==> src/rtl/pwm_sample_capture.sv <==
// PWM decoder: measures high time and period between rising edges of an async pin and
// hands one sample per frame to the consumer through a 1-deep valid/ready register.
module pwm_sample_capture #(
  parameter int CNT_W      = 12,
  parameter int SAMPLE_W   = 8,
  parameter int TIMEOUT    = 1024,
  parameter int MIN_PERIOD = 4
) (
  input  logic                CLK,
  input  logic                RST,
  input  logic                pwm_in,
  output logic [SAMPLE_W-1:0] sample_out,
  output logic [CNT_W-1:0]    period_out,
  output logic                sample_valid,
  input  logic                sample_ready,
  output logic                overrun,
  output logic                locked
);

  localparam logic [CNT_W-1:0] CNT_MAX     = '1;
  localparam logic [CNT_W-1:0] TIMEOUT_C   = CNT_W'(TIMEOUT);
  localparam logic [CNT_W-1:0] MIN_C       = CNT_W'(MIN_PERIOD);
  localparam logic [CNT_W-1:0] SAMPLE_SAT  = {{(CNT_W-SAMPLE_W){1'b0}}, {SAMPLE_W{1'b1}}};
  localparam logic [CNT_W-1:0] CNT_ONE     = CNT_W'(1);

  typedef enum logic [1:0] {
    ST_IDLE    = 2'd0,
    ST_MEASURE = 2'd1,
    ST_TIMEOUT = 2'd2
  } state_t;

  state_t              state_q, state_d;
  logic                s1_q, s2_q, s3_q;
  logic [CNT_W-1:0]    period_cnt_q, period_cnt_d;
  logic [CNT_W-1:0]    high_cnt_q, high_cnt_d;
  logic [SAMPLE_W-1:0] sample_q;
  logic [CNT_W-1:0]    period_q;
  logic                valid_q;
  logic                overrun_q;
  logic                locked_q;

  logic                rise;
  logic                level;
  logic                emit;
  logic [SAMPLE_W-1:0] emit_sample;
  logic [CNT_W-1:0]    emit_period;
  logic                set_lock;
  logic                clr_lock;

  // Two flops for metastability, a third to find the rising edge.
  always_ff @(posedge CLK) begin
    if (RST) begin
      s1_q <= 1'b0;
      s2_q <= 1'b0;
      s3_q <= 1'b0;
    end else begin
      s1_q <= pwm_in;
      s2_q <= s1_q;
      s3_q <= s2_q;
    end
  end

  assign rise  = s2_q & ~s3_q;
  assign level = s2_q;

  always_ff @(posedge CLK) begin
    if (RST) begin
      state_q      <= ST_IDLE;
      period_cnt_q <= '0;
      high_cnt_q   <= '0;
    end else begin
      state_q      <= state_d;
      period_cnt_q <= period_cnt_d;
      high_cnt_q   <= high_cnt_d;
    end
  end

  always_comb begin
    state_d      = state_q;
    period_cnt_d = period_cnt_q;
    high_cnt_d   = high_cnt_q;
    emit         = 1'b0;
    emit_sample  = '0;
    emit_period  = '0;
    set_lock     = 1'b0;
    clr_lock     = 1'b0;

    case (state_q)
      ST_IDLE: begin
        period_cnt_d = '0;
        high_cnt_d   = '0;
        if (rise) begin
          period_cnt_d = CNT_ONE;
          high_cnt_d   = CNT_ONE;
          state_d      = ST_MEASURE;
        end
      end

      ST_MEASURE: begin
        period_cnt_d = (period_cnt_q == CNT_MAX) ? CNT_MAX : period_cnt_q + CNT_ONE;
        if (level && (high_cnt_q != CNT_MAX)) begin
          high_cnt_d = high_cnt_q + CNT_ONE;
        end
        // An accepted edge takes priority over the timeout threshold in the same cycle.
        if (rise && (period_cnt_q >= MIN_C)) begin
          emit         = 1'b1;
          emit_sample  = (high_cnt_q > SAMPLE_SAT) ? {SAMPLE_W{1'b1}} : high_cnt_q[SAMPLE_W-1:0];
          emit_period  = period_cnt_q;
          period_cnt_d = CNT_ONE;
          high_cnt_d   = CNT_ONE;
          set_lock     = 1'b1;
        end else if (period_cnt_q >= TIMEOUT_C) begin
          state_d = ST_TIMEOUT;
        end
      end

      ST_TIMEOUT: begin
        emit         = 1'b1;
        emit_sample  = level ? {SAMPLE_W{1'b1}} : '0;
        emit_period  = '0;
        clr_lock     = 1'b1;
        period_cnt_d = '0;
        high_cnt_d   = '0;
        state_d      = ST_IDLE;
      end

      default: begin
        period_cnt_d = '0;
        high_cnt_d   = '0;
        state_d      = ST_IDLE;
      end
    endcase
  end

  // Output holding register: a new sample always overwrites; overrun flags a lost one.
  always_ff @(posedge CLK) begin
    if (RST) begin
      sample_q  <= '0;
      period_q  <= '0;
      valid_q   <= 1'b0;
      overrun_q <= 1'b0;
      locked_q  <= 1'b0;
    end else begin
      overrun_q <= emit & valid_q & ~sample_ready;
      if (emit) begin
        sample_q <= emit_sample;
        period_q <= emit_period;
        valid_q  <= 1'b1;
      end else if (valid_q && sample_ready) begin
        valid_q <= 1'b0;
      end
      if (set_lock) begin
        locked_q <= 1'b1;
      end else if (clr_lock) begin
        locked_q <= 1'b0;
      end
    end
  end

  assign sample_out   = sample_q;
  assign period_out   = period_q;
  assign sample_valid = valid_q;
  assign overrun      = overrun_q;
  assign locked       = locked_q;

endmodule

==> config.mk <==
export PLATFORM = sky130hd
export DESIGN_NAME = pwm_sample_capture
export DESIGN_NICKNAME = d
export VERILOG_FILES = /design/src/rtl/pwm_sample_capture.sv
export SDC_FILE = /design/constraint.sdc
export NUM_CORES = 1
export LEC_CHECK = 0
export ABC_AREA = 1
export CAP_MARGIN = 10
export CORE_MARGIN = 1.5
export CORE_UTILIZATION = 56
export CTS_CLUSTER_SIZE = 8
export DETAILED_ROUTE_END_ITERATION = 6
export PLACE_DENSITY_LB_ADDON = 0.15
export SYNTH_ARGS = -nofsm -noshare
export SYNTH_HDL_FRONTEND = slang
export SYNTH_SLANG_ARGS = --single-unit
==> constraint.sdc <==
create_clock -name CLK -period 1.9 [get_ports CLK]
set_input_delay 0.38 -clock CLK [delete_from_list [all_inputs] [get_ports CLK]]
set_output_delay 0.38 -clock CLK [all_outputs]
set_load 0.03 [all_outputs]
Yosys cells after proc, flatten, opt, wreduce, memory -nomap -nowiden
Index checks and enable logic that the tools add are counted.

word-level totals
  input port bits = 4
  output and inout port bits = 23
  word-level logic and storage cells = 61
  register bits after elaboration = 52

operators by class
  magnitude comparators = 3
  equal/unequal tests = 8
  add/sub/neg operators = 2
  multiplexer cells = 25
  bitwise logic cells = 5
  reductions and logical operators = 7

operator list
  kind                                                                                   number
  12-bit 2-to-1 mux                                                                      6
  12-bit case mux with 2 select lines                                                    2
  12-bit by 1-bit adder with 12-bit output, second input constant                        2
  8-bit 2-to-1 mux                                                                       3
  8-bit case mux with 2 select lines                                                     1
  12-bit equality test, second input constant                                            1
  12-bit by 11-bit greater-or-equal comparator with 1-bit output, second input constant  1
  12-bit by 3-bit greater-or-equal comparator with 1-bit output, second input constant   1
  12-bit by 8-bit > comparator with 1-bit output, second input constant                  1
  12-bit inequality test, second input constant                                          1
  1-bit 2-to-1 mux                                                                       8
  2-bit 2-to-1 mux                                                                       3
  2-bit inequality test, second input constant                                           3
  2-bit case mux with 2 select lines                                                     1
  2-bit nonzero test                                                                     2
  1-bit bitwise AND                                                                      3
  1-bit logical AND                                                                      3
  3-bit inequality test, second input constant                                           1
  3-bit AND reduction                                                                    1
  2-bit by 1-bit equality test with 1-bit output, second input constant                  1
  2-bit equality test, second input constant                                             1
  2-bit logical NOT                                                                      1
  1-bit inverter                                                                         2
  1-bit case mux with 2 select lines                                                     1

Logic depth before layout (Yosys ltp)
Gate-level depths: netlist (run 1).

  depth after elaboration = 7
  mapped depth = 11
  depth with buffers taken out = 10

Worst setup path after synthesis (run 1)
Ideal clock, no wire load.

  path kind = register -> register
  from = register high_cnt_q[0]
  to = register high_cnt_q[6]
  setup time = 0.115 ns
  setup slack = 0.397 ns
  buffers on the path = 1
  required time = 1.785 ns
  stages on the path, launching flop included = 10
  data arrival time = 1.388 ns
  period minus slack after synthesis = 1.503 ns
  path through = dfxtp_1 -> ha_1 -> nand3_2 -> nor2_4 -> nand3_2 -> nand2_4 -> nand3_4 -> buf_6 -> a21oi_1 -> nor2_1

between the ends
  cells in the longest elaborated chain, start to end = 4
  elaborated cells on any way between the ends = 7
  classes of those cells = add/sub: 1; eq/ne: 2; mux: 3; reduce/logical: 1

ends and longest elaborated chain
  item                                      RTL line  RTL
  start, declared                           35        logic [CNT_W-1:0] high_cnt_q, high_cnt_d;
  start signal, assigned                    74        high_cnt_q <= high_cnt_d;
  12-bit by 1-bit adder with 12-bit output  102       high_cnt_d = high_cnt_q + CNT_ONE;
  12-bit 2-to-1 mux                         101       if (level && (high_cnt_q != CNT_MAX)) begin
  12-bit 2-to-1 mux                         105       if (rise && (period_cnt_q >= MIN_C)) begin
  12-bit case mux with 2 select lines       88        case (state_q)

Several ways; a longest one is shown, not always the timed one. The select of a mux whose other input is x is not followed.
A chain may end at the register's enable or synchronous reset.

Worst setup path in the final report (run 1)
  from = register locked_q (netlist: locked)
  to = output locked

RTL lines
  item                    RTL line  RTL
  start, declared         40        logic locked_q;
  start signal, assigned  142       locked_q <= 1'b0;
  start signal, assigned  153       locked_q <= 1'b1;
  start signal, assigned  155       locked_q <= 1'b0;
  end, declared           17        output logic locked

No word-level cell between the ends.

==> metrics, run 1 <==
final instance area=2950 um2; row cnt=24; leading area contributor after synthesis=dfxtp_1; Remaining DRCs=0; Setup Fix Bufs, Post-CTS=0; Worst-Margin Slew=0.428 ns; Final setup viols=0; Starting Density=0.577; H-tree Lvls=2; Avg Cell Area, Syn=7.07 um2; flip-flop and latch count after synthesis=52; min-delay worst type=flop to flop; nets@finish=392; CTS Buf Count=5; layout cell share with drive strength beyond 1=0.0757; CP max-delay cell=clkdlybuf4s50_1; commonest cells after routing, fill and taps aside=86 x nand2_1, 53 x nor2_1, 52 x dfxtp_1; ANT cells=0; delay-heaviest family, CP=buffers and inverters; # IOs=27; max-cap viol count=0; crit end category=primary output; fmax=578 MHz; Syn Inst Count=353; Remaining Overflow, GRT=0; # resized after CTS=0; Total Routing Usage GR=0.232; Clk network pwr share=0.306; vias in the first global route=2137; cells along the critical path=clkdlybuf4s50_1; clock slew at reported path FFs=0.09 ns; area post-placement=2830 um2; status=finished clean; Comb pwr share=0.251; area grow syn2layout=18.2%; post-route ant nets=0; largest net degree at the start of global routing=31; Power Dens Cells=921 nW/um2; Max stage delay on crit path=0.68 ns; placed wire-length estimate=3.72 mm; highest routed layer=met4; critical path type=flop to primary output; first-pass GRT wire length=9.20 mm; final setup TNS=0 ns; worst IR drop on VDD=583 uV; Worst EP arrival=1.35 ns; Metal-1 WL=2.32 mm; final worst-path cycle share=0.911; CTS tree=yes; die area=4870 um2; Int Pwr=1.88 mW; CP required=1.52 ns; Synth Flop Type=dfxtp_1; GPL Wtd Cong=0.835; Mapped Area=2500 um2; Clk Latency, worst-skew pair=0.31 ns; Sw Share=0.310; Max Clock Skew=0.00839 ns; CTS Sinks=52; Pleak=1.17 nW; DR WL met3=216 um; DR iter-0 viols=94; CTS Hold Bufs=0; Reg power frac=0.443; commonest non-fill, non-tap cell in the layout=nand2_1; worst-path fanout max=2; Routed Wire Length=5.24 mm; antenna violations before repair=0; routed wire length per instance=12.1 um; clock root buffer=clkbuf_8; DIE WIDTH=69.8 um; core area=4320 um2; DR pass1 iterations=6; Seq/Total Area, Yosys=0.417; CP startpoint kind=flop; non-filler instance count after layout=435; Post-synth EDFFs=0; Slew Viols, Final=0; Chip Height=69.8 um; P_sw=842 uW; worst slew margin relative to its limit=0.714; Final Total Pwr=2.72 mW; wire length on met2=2.63 mm; Cells after DPL=427; via count=2279; RSZ-0062 raised after global routing=no; IO buf count=26; ranking of synthesized cells by area=dfxtp_1 42%, nand2_1 13%, nor2_1 8.0%; routed vias/inst=5.24; async set-reset flop share out of synthesis=0; number of failing hold endpoints at the final stage=0; share of the synthesized area in the top cell type=0.417; Synth cell types=32; Final min period=1.73 ns; CP bufs+invs=1; Synth Net Count=363; Yosys Warn Count=0; Max Root-Sink Buffers=2
==> stage by stage <==
stage | hold slack (ns) | utilization | setup slack [ns]
global placement | 0.399 | 0.653 | 0.336
CTS | 0.416 | 0.683 | 0.158
detailed placement | 0.403 | 0.653 | 0.306
global route | 0.425 | 0.683 | 0.0797
floorplan | 0.388 | - | 0.397
finish | 0.413 | 0.683 | 0.170
==> logic make-up (layout without fill, tap and decap cells) <==
kind of cell,after synthesis,in the layout,synth area share
simple gates,186,186,0.340
flops,52,52,0.417
buf+inv,52,82,0.0862
compound gates,51,51,0.106
fa+ha+maj,6,6,0.0301
xor+xnor,6,6,0.0211
==> flip-flops by register name, summed over array words and instances (netlist names) <==
| register | count |
|---|---|
| state_q | 2 |
| s1_q | 1 |
| high_cnt_q | 12 |
| period_out | 12 |
| overrun | 1 |
| sample_valid | 1 |
| locked | 1 |
| sample_out | 8 |
| period_cnt_q | 12 |
| s3_q | 1 |
| level | 1 |
==> routing by layer <==
layer,up-vias,global-route usage
met4,0,0.0812
met3,8,0.0610
met2,56,0.410
met5,-,0
met1,1032,0.271
li1,1183,-
==> Yosys cell counts, types with 2 or more instances <==
library cell and number:
clkbuf_1 4, o21ai_0 10, nand2_4 2, xor2_1 5, nand2_1 86, nor3_1 3, buf_2 4, a31oi_1 3
nor2_1 53, a21oi_1 34, inv_1 40, buf_4 2, ha_1 6, nor2_4 2, nand3_2 4, nand3b_1 3
o21ai_1 2, nand3_1 19, nand4_1 7, dfxtp_1 52
==> power by group through the flow <==
stage,clock network (mW),registers (mW),logic [mW]
after floorplan,0,1.29,0.449
after global placement,0,1.23,0.677
after detailed placement,0,1.23,0.683
after CTS,0.849,1.20,0.686
after global routing,0.881,1.21,0.767
final,0.832,1.20,0.682
==> worst reg2reg max path: cells and delay by family, from the launching register on <==
kind	cells	cell delay (ns)
AND/OR/NAND/NOR	6	0.70
flip-flops	1	0.40
adder cells (fa/ha/maj)	1	0.22
AO/OA/AOI/OAI	1	0.18
==> final timing paths <==
path / from / end / slack (ns) / cells past startpoint
max: locked / locked / 0.17 / 1
min: s1_q / level / 0.41 / 2
max reg2reg: high_cnt_q[0] / high_cnt_q[0] / 0.29 / 8
min reg2reg: s1_q / level / 0.41 / 2
==> area by class of cell <==
type / instances / area, um2
Clock inverter: 1 / 30.0
Sequential cell: 52 / 1040
Fill cell: 379 / 1370
Tap cell: 52 / 65.1
Multi-Input combinational cell: 249 / 1240
Timing Repair Buffer: 33 / 325
Inverter: 41 / 154
Clock buffer: 7 / 96.3
No activity file was read; power rests on OpenSTA's default activity.
==> run 2, diff against run 1 <==
--- a/config.mk
+++ b/config.mk
@@ -8,10 +8,10 @@
 export ABC_AREA = 1
 export CAP_MARGIN = 10
 export CORE_MARGIN = 1.5
-export CORE_UTILIZATION = 56
+export CORE_UTILIZATION = 50
 export CTS_CLUSTER_SIZE = 8
 export DETAILED_ROUTE_END_ITERATION = 6
-export PLACE_DENSITY_LB_ADDON = 0.15
+export PLACE_DENSITY = 0.73
 export SYNTH_ARGS = -nofsm -noshare
 export SYNTH_HDL_FRONTEND = slang
 export SYNTH_SLANG_ARGS = --single-unit
==> constraint.sdc (replaced) <==
create_clock -name CLK -period 1.59 [get_ports CLK]
set_input_delay 0.318 -clock CLK [delete_from_list [all_inputs] [get_ports CLK]]
set_output_delay 0.318 -clock CLK [all_outputs]
set_load 0.03 [all_outputs]
==> metrics, run 2 (synthesis gave the netlist of run 1 again) <==
Final min period=1.51 ns; antenna violations before repair=0; via count=2347; most used cell, CP=buf_4; # IOs=27; layout cell share with drive strength beyond 1=0.152; CTS tree=yes; delay-heaviest family, CP=buffers and inverters; DR pass1 iterations=4; Slew Viols, Final=0; CP required=1.81 ns; status=finished clean; non-filler instance count after layout=468; commonest non-fill, non-tap cell in the layout=nand2_1; number of failing hold endpoints at the final stage=0; ANT cells=0; largest net degree at the start of global routing=22; RSZ-0062 raised after global routing=yes; Remaining DRCs=0; final instance area=3090 um2; GPL Wtd Cong=0.873; Cells after DPL=458; Max Clock Skew=0.0112 ns; Clk Latency, worst-skew pair=0.31 ns; first-pass GRT wire length=9.35 mm; critical path type=flop to flop; vias in the first global route=2169; Max Root-Sink Buffers=2; nets@finish=410; Power Dens Cells=1020 nW/um2; CP bufs+invs=3; commonest cells after routing, fill and taps aside=85 x nand2_1, 51 x nor2_1, 47 x dfxtp_1; area grow syn2layout=23.9%; Final setup viols=0; Worst-Margin Slew=0.325 ns; worst slew margin relative to its limit=0.781; clock slew at reported path FFs=0.10 ns; Routed Wire Length=5.57 mm; core area=4750 um2; CP max-delay cell=dfxtp_1; Pleak=1.36 nW; post-route ant nets=0; DR iter-0 viols=119; DIE WIDTH=73.7 um; Fin Hold WS=0.416 ns; H-tree Lvls=2; Remaining Overflow, GRT=0; area post-placement=2950 um2; Total Routing Usage GR=0.220; min-delay worst type=flop to flop; Post-Route Utilization=0.651; final worst-path cycle share=0.952; worst IR drop on VDD=488 uV; placed wire-length estimate=3.87 mm; routed vias/inst=5.01; CP startpoint kind=flop; Setup Fix Bufs, Post-CTS=0; FILL cells=439; clock root buffer=clkbuf_8; routed wire length per instance=11.9 um; CTS Sinks=52; max-cap viol count=0; crit end category=flop; Chip Height=73.7 um; die area=5430 um2; cells along the critical path=inv_1, ha_1, buf_4, nand3_1, buf_4, a31oi_1; worst-path fanout max=12; fmax=660 MHz; Starting Density=0.525; CTS Buf Count=5; Final Total Pwr=3.14 mW; Worst EP arrival=1.74 ns; IO buf count=26; Max stage delay on crit path=0.33 ns; row cnt=25
## run 2: where the power goes
part           switching, mW  internal (mW)
logic                  0.588          0.322
registers             0.0398           1.39
clock network          0.449          0.357
## run 2: worst paths after layout
kind | end | start | cells past startpoint | slack (ns)
max | period_cnt_q[7] | state_q[1] | 6 | 0.08
min | level | s1_q | 2 | 0.42
max reg2reg | period_cnt_q[7] | state_q[1] | 6 | 0.08
min reg2reg | level | s1_q | 2 | 0.42
## run 2: per-layer routing
layer	track usage	share of wire	up-vias
met3	0.0439	0.034	9
met5	0	0	-
met1	0.266	0.45	1078
met4	0.0741	0.015	0
li1	-	-	1217
met2	0.388	0.50	43
## run 2: metrics by stage
| stage | setup TNS (ns) | setup WS (ns) |
|---|---|---|
| detailed placement | 0 | 0.0671 |
| global route | -0.117 | -0.0329 |
| CTS | 0 | 0.0422 |
| finish | 0 | 0.0756 |
| global placement | 0 | 0.0975 |
| floorplan | 0 | 0.0870 |
## run 2: layout make-up
class | count | area (um2) | area share
clock buffers | 6 | 82.6 | 0.0267
multi-input cells | 250 | 1290 | 0.417
inverters | 41 | 154 | 0.0498
repair buffers | 50 | 423 | 0.137
flip-flops and latches | 52 | 1050 | 0.339
well taps | 67 | 83.8 | 0.0271
clock inverters | 2 | 13.8 | 0.00445
## run 2: what timing repair did
item,4_1_cts,5_1_grt
hold buffers,0,0
gates cloned,0,2
endpoints found under the setup margin,23,34
gates resized for setup,23,21
## run 2: worst min-delay path: stages (launching register included)
cell and delay [ns]:
dfxtp_1 0.31, inv_1 0.04, nor2_1 0.03
==> run 3, diff against run 2 <==
--- a/config.mk
+++ b/config.mk
@@ -7,11 +7,13 @@
 export LEC_CHECK = 0
 export ABC_AREA = 1
 export CAP_MARGIN = 10
+export CELL_PAD_IN_SITES_DETAIL_PLACEMENT = 1
+export CELL_PAD_IN_SITES_GLOBAL_PLACEMENT = 2
 export CORE_MARGIN = 1.5
-export CORE_UTILIZATION = 50
+export CORE_UTILIZATION = 28
 export CTS_CLUSTER_SIZE = 8
 export DETAILED_ROUTE_END_ITERATION = 6
-export PLACE_DENSITY = 0.73
+export PLACE_DENSITY = 0.72
 export SYNTH_ARGS = -nofsm -noshare
 export SYNTH_HDL_FRONTEND = slang
 export SYNTH_SLANG_ARGS = --single-unit
==> metrics, run 3 (synthesis gave the netlist of run 1 again) <==
status=finished clean; min-delay worst type=flop to flop; Final min period=1.49 ns; H-tree Lvls=2; ANT cells=0; DR iter-0 viols=32; Routed Wire Length=6.79 mm; crit end category=flop; Final setup viols=0; CTS Buf Count=5; Total Routing Usage GR=0.147; critical path type=flop to flop; Final Total Pwr=3.34 mW; delay-heaviest family, CP=simple AND/OR/NAND/NOR gates; clock slew at reported path FFs=0.10 ns; worst IR drop on VDD=343 uV; pre-CTS setup slack=0.0367 ns; CP startpoint kind=flop; first-pass GRT wire length=11.6 mm; CTS Sinks=52; Max stage delay on crit path=0.35 ns; Chip Height=97.4 um; Clk Latency, worst-skew pair=0.32 ns; antenna violations before repair=0; cells along the critical path=ha_1, nand3_2, nor2_4, nand3_2, nand2_4, nand3_4, a21oi_1, nor2_1; post-route ant nets=0; vias in the first global route=2603; commonest non-fill, non-tap cell in the layout=nand2_1; CTS Hold Bufs=0; placed wire-length estimate=4.93 mm; worst-path fanout max=8; final worst-path cycle share=0.937; Pleak=1.43 nW; area post-placement=3090 um2; largest net degree at the start of global routing=31; IO buf count=26; DIE WIDTH=97.4 um; fmax=671 MHz; FILL cells=1096; routed wire length per instance=13.1 um; CP bufs+invs=0; row cnt=34; nets@finish=419; Max Root-Sink Buffers=2; setup ws final=0.100 ns; Worst-Margin Slew=0.361 ns; final instance area=3260 um2; # IOs=27; RSZ-0062 raised after global routing=yes; DR pass1 iterations=4; CTS tree=yes; core area=8680 um2; number of failing hold endpoints at the final stage=0; CP max-delay cell=dfxtp_1; area grow syn2layout=30.7%; CP required=1.81 ns; Remaining DRCs=0; Power Dens Cells=1020 nW/um2; die area=9490 um2; routed vias/inst=4.66; commonest cells after routing, fill and taps aside=85 x nand2_1, 53 x nor2_1, 49 x dfxtp_1; most used cell, CP=nand3_2; Worst EP arrival=1.71 ns; GPL Wtd Cong=0.740; Max Clock Skew=0.00999 ns; via count=2415; Remaining Overflow, GRT=0; max-cap viol count=0; clock root buffer=clkbuf_8; Starting Density=0.288; layout cell share with drive strength beyond 1=0.161; worst slew margin relative to its limit=0.758; Slew Viols, Final=0
-- run 3: repair_timing --
| item | in CTS | in global routing |
|---|---|---|
| endpoints found under the setup margin | 23 | 35 |
| buffers inserted | 0 | 1 |
| gates cloned | 0 | 2 |
| resized for setup | 23 | 12 |
-- run 3: worst paths after layout --
check	start	slack, ns	endpoint	depth (start not counted)
worst max-delay path	high_cnt_q[0]	0.1	high_cnt_q[5]	8
worst min register to register	s1_q	0.41	level	2
worst min-delay path	s1_q	0.41	level	2
worst max register to register	high_cnt_q[0]	0.1	high_cnt_q[5]	8
-- run 3: layer usage --
layer  wire length, um  track usage
met5                 0            0
met3               120       0.0245
met1              3100        0.169
met2              3460        0.276
met4               107       0.0462
-- run 3: layout make-up --
type / instances / area [um2] / area share
clock buffers: 5 / 68.8 / 0.0211
clock inverters: 3 / 42.5 / 0.0130
inverters: 41 / 154 / 0.0472
multi-input cells: 250 / 1280 / 0.393
flip-flops and latches: 52 / 1040 / 0.320
well taps: 108 / 135 / 0.0414
repair buffers: 59 / 534 / 0.164
-- run 3: worst register-to-register path, stage by stage (launching register included) --
cell and delay [ns]:
dfxtp_1 0.35, ha_1 0.21, nand3_2 0.13, nor2_4 0.12
nand3_2 0.08, nand2_4 0.13, nand3_4 0.15, a21oi_1 0.17
nor2_1 0.06
-- run 3: power breakdown --
part | internal, mW | switching, mW | total [mW] | leakage [nW]
sequential | 1.38 | 0.0403 | 1.43 | 0.422
clock | 0.467 | 0.475 | 0.942 | 0.0541
combinational | 0.357 | 0.616 | 0.973 | 0.954
-- run 3: metrics by stage --
step	TNS [ns]	util	hold slack (ns)	std cells
2_1_floorplan	0	-	0.388	353
3_5_place_dp	0	0.356	0.403	507
3_3_place_gp	0	0.356	0.392	507
5_1_grt	-0.0382	0.376	0.433	518
6_report	0	0.376	0.414	518
4_1_cts	0	0.365	0.417	515
